File: src/rtl/systolic_feeder.sv
// Operand feeder for a 2x2 systolic array: buffers A (2xK) and B (Kx2), then
// streams them diagonally skewed by one cycle and drives zeros when idle.
module systolic_feeder #(
  parameter int datawith = 16,
  parameter int k_max    = 8,
  parameter int kw       = 3
) (
  input  logic                clk,
  input  logic                rst,
  input  logic                wr_en,
  input  logic                wr_sel,
  input  logic                wr_lane,
  input  logic [kw-1:0]       wr_addr,
  input  logic [datawith-1:0] wr_data,
  output logic                wr_err,
  input  logic                start,
  input  logic [kw:0]         k_len,
  output logic                busy,
  output logic                done,
  output logic                systolic_en,
  output logic [datawith-1:0] data_1,
  output logic [datawith-1:0] data_2,
  output logic [datawith-1:0] weight_1,
  output logic [datawith-1:0] weight_2
);

  typedef enum logic [1:0] {IDLE, FEED, DRAIN, FINISH} state_t;

  state_t              state_reg;
  logic [kw:0]         t_reg;
  logic [kw:0]         k_reg;
  logic [kw:0]         t_next;
  logic [kw:0]         t_prev;
  logic [kw:0]         k_eff;
  logic                wr_ok;
  logic [datawith-1:0] a_rd [2];
  logic [datawith-1:0] b_rd [2];

  assign wr_ok  = wr_en & ~busy;
  assign t_next = (state_reg == IDLE) ? '0 : t_reg + (kw+1)'(1);
  assign t_prev = t_next - (kw+1)'(1);
  assign k_eff  = (k_len > (kw+1)'(k_max)) ? (kw+1)'(k_max) : k_len;

  // Lane 0 reads the current index, lane 1 the previous one (diagonal skew).
  // A write in the start cycle is forwarded so the stream sees the new value.
  for (genvar gi = 0; gi < 2; gi++) begin : g_lane
    logic [datawith-1:0] a_mem [k_max];
    logic [datawith-1:0] b_mem [k_max];
    logic [kw:0]         idx_full;
    logic [kw-1:0]       idx;
    logic                a_hit;
    logic                b_hit;

    assign idx_full = (gi == 0) ? t_next : t_prev;
    assign idx      = idx_full[kw-1:0];
    assign a_hit    = wr_ok && !wr_sel && (wr_lane == 1'(gi)) && (wr_addr == idx);
    assign b_hit    = wr_ok &&  wr_sel && (wr_lane == 1'(gi)) && (wr_addr == idx);
    assign a_rd[gi] = a_hit ? wr_data : a_mem[idx];
    assign b_rd[gi] = b_hit ? wr_data : b_mem[idx];

    always_ff @(posedge clk or negedge rst) begin
      if (!rst) begin
        for (int i = 0; i < k_max; i++) begin
          a_mem[i] <= '0;
          b_mem[i] <= '0;
        end
      end else if (wr_ok && (wr_lane == 1'(gi))) begin
        if (wr_sel) b_mem[wr_addr] <= wr_data;
        else        a_mem[wr_addr] <= wr_data;
      end
    end
  end

  always_ff @(posedge clk or negedge rst) begin
    if (!rst) begin
      state_reg   <= IDLE;
      t_reg       <= '0;
      k_reg       <= '0;
      wr_err      <= 1'b0;
      busy        <= 1'b0;
      done        <= 1'b0;
      systolic_en <= 1'b0;
      data_1      <= '0;
      data_2      <= '0;
      weight_1    <= '0;
      weight_2    <= '0;
    end else begin
      wr_err <= wr_en & busy;
      case (state_reg)
        IDLE: begin
          if (start) begin
            k_reg <= k_eff;
            busy  <= 1'b1;
            t_reg <= '0;
            if (k_eff == '0) begin
              state_reg <= FINISH;
              done      <= 1'b1;
            end else begin
              state_reg   <= FEED;
              systolic_en <= 1'b1;
              data_1      <= a_rd[0];
              weight_1    <= b_rd[0];
              data_2      <= '0;
              weight_2    <= '0;
            end
          end
        end
        FEED: begin
          if (t_reg == k_reg) begin
            state_reg <= DRAIN;
            t_reg     <= '0;
            data_1    <= '0;
            data_2    <= '0;
            weight_1  <= '0;
            weight_2  <= '0;
          end else begin
            t_reg    <= t_next;
            data_1   <= (t_next < k_reg) ? a_rd[0] : '0;
            weight_1 <= (t_next < k_reg) ? b_rd[0] : '0;
            data_2   <= a_rd[1];
            weight_2 <= b_rd[1];
          end
        end
        DRAIN: begin
          if (t_reg == (kw+1)'(1)) begin
            state_reg   <= FINISH;
            t_reg       <= '0;
            systolic_en <= 1'b0;
            done        <= 1'b1;
          end else begin
            t_reg <= t_reg + (kw+1)'(1);
          end
        end
        default: begin
          state_reg <= IDLE;
          done      <= 1'b0;
          busy      <= 1'b0;
        end
      endcase
    end
  end

endmodule

File: config.mk
export PLATFORM = sky130hd
export DESIGN_NAME = systolic_feeder
export DESIGN_NICKNAME = d
export VERILOG_FILES = /design/src/rtl/systolic_feeder.sv
export SDC_FILE = /design/constraint.sdc
export NUM_CORES = 1
export LEC_CHECK = 0
export CAP_MARGIN = 10
export CELL_PAD_IN_SITES_DETAIL_PLACEMENT = 1
export CELL_PAD_IN_SITES_GLOBAL_PLACEMENT = 2
export CORE_UTILIZATION = 48
export DETAILED_ROUTE_END_ITERATION = 7
export PLACE_DENSITY_LB_ADDON = 0.1
export SYNTH_ARGS = -nofsm -noshare
export SYNTH_HDL_FRONTEND = slang
export SYNTH_SLANG_ARGS = --single-unit
export TNS_END_PERCENT = 100
File: constraint.sdc
create_clock -name clk -period 5.6 [get_ports clk]
set_input_delay 1.12 -clock clk [delete_from_list [all_inputs] [get_ports clk]]
set_output_delay 1.12 -clock clk [all_outputs]
set_load 0.02 [all_outputs]
==> impl_metrics.ini <==
[clocking]
cts_tree = done
clk_pin_slew_ps = 60
post_cts_resize_count = 0
ctsHoldBuffers = 0
cts_made_buffers = 68
postCtsSetupBuffers = 0
cts-htree-levels = 3
cts.path.max_buffers = 3
clock_latency_ps = 600
clkSinkCount = 590
cts-root-buf = clkbuf_16

[layout]
n_fill_cell = 5252
drive_gt1_frac = 0.4059
finalNonFillerCells = 2737
regArea_um2 = 14770
top_regs = g_lane.a_mem (256), g_lane.b_mem (256)
multi_input_area_um2 = 11730
syn_to_final_growth_pct = 15.15
final_net_count = 1978

[critical_path]
crit_path_end_kind = flip-flop
start_kind = flip-flop
critical_path_class = reg -> reg
crit_required_ps = 6120
crit_fanout = 33
crit_arrival_ps = 4170

[global_route]
top_usage_layer = met2
grt_use_total = 0.2555
grt_pass1_vias = 18070
grt_antenna_before_repair = 0
grt_pass1_wl_um = 111000
grtUsageMet2 = 0.4395
grt.overflow.total = 0
grt_use_met3 = 0.03410
met1_usage = 0.3376
grt_max_degree = 140

[yosys]
synth_top_area_cell = dfrtp_1
syn_inst = 1883
synth_nets = 1923
netlist_area_um2 = 27200
synth.distinct_cells = 48
yosys_warnings = 0
synth.most_common_cell = dfrtp_1
yosysTopAreaCellShare = 0.5429
synth-edff-count = 0
ys_async_sr_fraction = 1.000
ys_ff_latch = 590
syn_area_per_cell_um2 = 14.44
synth_area_leaders = dfrtp_1, mux2_2, mux4_2
ys.flop_type = dfrtp_1
yosysSeqAreaShare = 0.5429
synthTopCellsByCount = dfrtp_1, mux2_2, clkbuf_1

[flow_run]
maxCapViolations = 0

[power]
switchingPower_mw = 4.976
clkPwrFrac = 0.293
leakagePower_nw = 14.19
swShare = 0.3129
total_power_mw = 15.90
p_per_area_nw_per_um2 = 507.8
combPwrFrac = 0.318
p_int_mw = 10.93
ir_worst_vdd_uv = 284.8
p_seq_frac = 0.389

[floorplan]
fp-row-count = 86
coreArea_um2 = 55520
ios = 97
initial_core_util = 0.4898
die_w_um = 240.0
die-height_um = 240.0
fp.dieArea_um2 = 57620

[timing]
clock_skew_ps = 24.80
slew_violations = 0
rsz0062_at_grt = no
worst_pin_slew_ps = 1112
fin_crit_sh = 0.6522
worst_slack_ps = 1948
setup_tns_ps = 0
setup_viol = 0
holdWs_ps = 487.1
period_minus_slack_ps = 3652
hold_viol = 0
relSlewSlack = 0.2568
fmax_ghz = 0.2738

[drt]
dr.first_iter.drc_count = 949
drtPass1Iterations = 5
vias_per_cell = 5.963
vias = 16320
ant_nets = 0
drc = 0
routedWlPerCell_um = 25.70
finalWirelength_um = 70340

[hold_path]
min_path_type = reg -> reg

[outcome]
status = finished clean

[placed_design]
gp_congestion = 0.7495
place_ws_ps = 1460
io_buffers = 96
dp_hpwl_um = 40790
dpl.cell_count = 2615
[final timing paths]
| path | from | endpoint | slack (ps) | cells past startpoint |
|---|---|---|---|---|
| max reg2reg | state_reg[0] | data_1[7] | 1950 | 12 |
| min in group asynchronous | rst | g_lane[0].a_mem[127] | 590 | 1 |
| min reg2reg | data_1[15] | data_1[15] | 490 | 1 |
| min | data_1[15] | data_1[15] | 490 | 1 |
| max | state_reg[0] | data_1[7] | 1950 | 12 |
| max in group asynchronous | rst | g_lane[1].b_mem[37] | 3740 | 2 |
[cell type report]
type / count / area share
inverter: 7 / 0.0008390
sequential: 590 / 0.4715
antenna: 1 / 0.00007990
tap: 748 / 0.02988
multi-input combinational: 1116 / 0.3745
clock inverter: 23 / 0.01171
clock buffer: 97 / 0.06332
timing repair buffer: 155 / 0.04818
[stage by stage]
step | instance area, µm² | util
floorplan | 27200 | -
global placement | 28950 | 0.5213
detailed placement | 28950 | 0.5213
CTS | 31300 | 0.5637
global route | 31320 | 0.5640
finish | 31320 | 0.5641
[per-layer routing]
| layer | wire length (µm) | part of all wire |
|---|---|---|
| met5 | 0 | 0 |
| met4 | 1793 | 0.025 |
| met3 | 1826 | 0.026 |
| met2 | 36080 | 0.51 |
| met1 | 30640 | 0.44 |
[power groups by stage]
stage	logic [mW]	registers, mW	clock network (mW)
3_3_place_gp	4.94	6.16	0
3_5_place_dp	5.07	6.25	0
4_1_cts	5.10	6.19	4.76
2_1_floorplan	3.40	6.21	0
6_report	5.06	6.19	4.65
5_1_grt	5.45	6.34	4.90
[critical path, cell delays in order, from the launching register on]
cell	delay [ps]
dfrtp_1	420
inv_1	110
ha_1	490
nor2_4	190
buf_4	550
ha_1	350
o21ai_0	150
a31oi_1	60
o21ai_0	170
nand2_1	120
a21oi_4	460
buf_12	260
a32o_1	200
[kinds of logic after synthesis]
family,Yosys count,synth area share
adder cells (fa/ha/maj),11,0.005060
AO/OA/AOI/OAI,188,0.05438
flip-flops,590,0.5429
buffers and inverters,177,0.02802
XOR/XNOR,10,0.003772
multiplexers,707,0.3280
AND/OR/NAND/NOR,200,0.03795
[layout by cell type, fill, tap and decap left out, types with 33 or more instances in the layout]
cell               n
a32o_1            64
clkdlybuf4s50_1   95
dfrtp_1          589
mux4_2            96
clkbuf_16         70
or3_1             33
a22oi_1           64
nand2_1           64
mux2_2           513
o21ai_0           39
mux2i_1           98
buf_4             51
No activity file was read; power rests on OpenSTA's default activity.
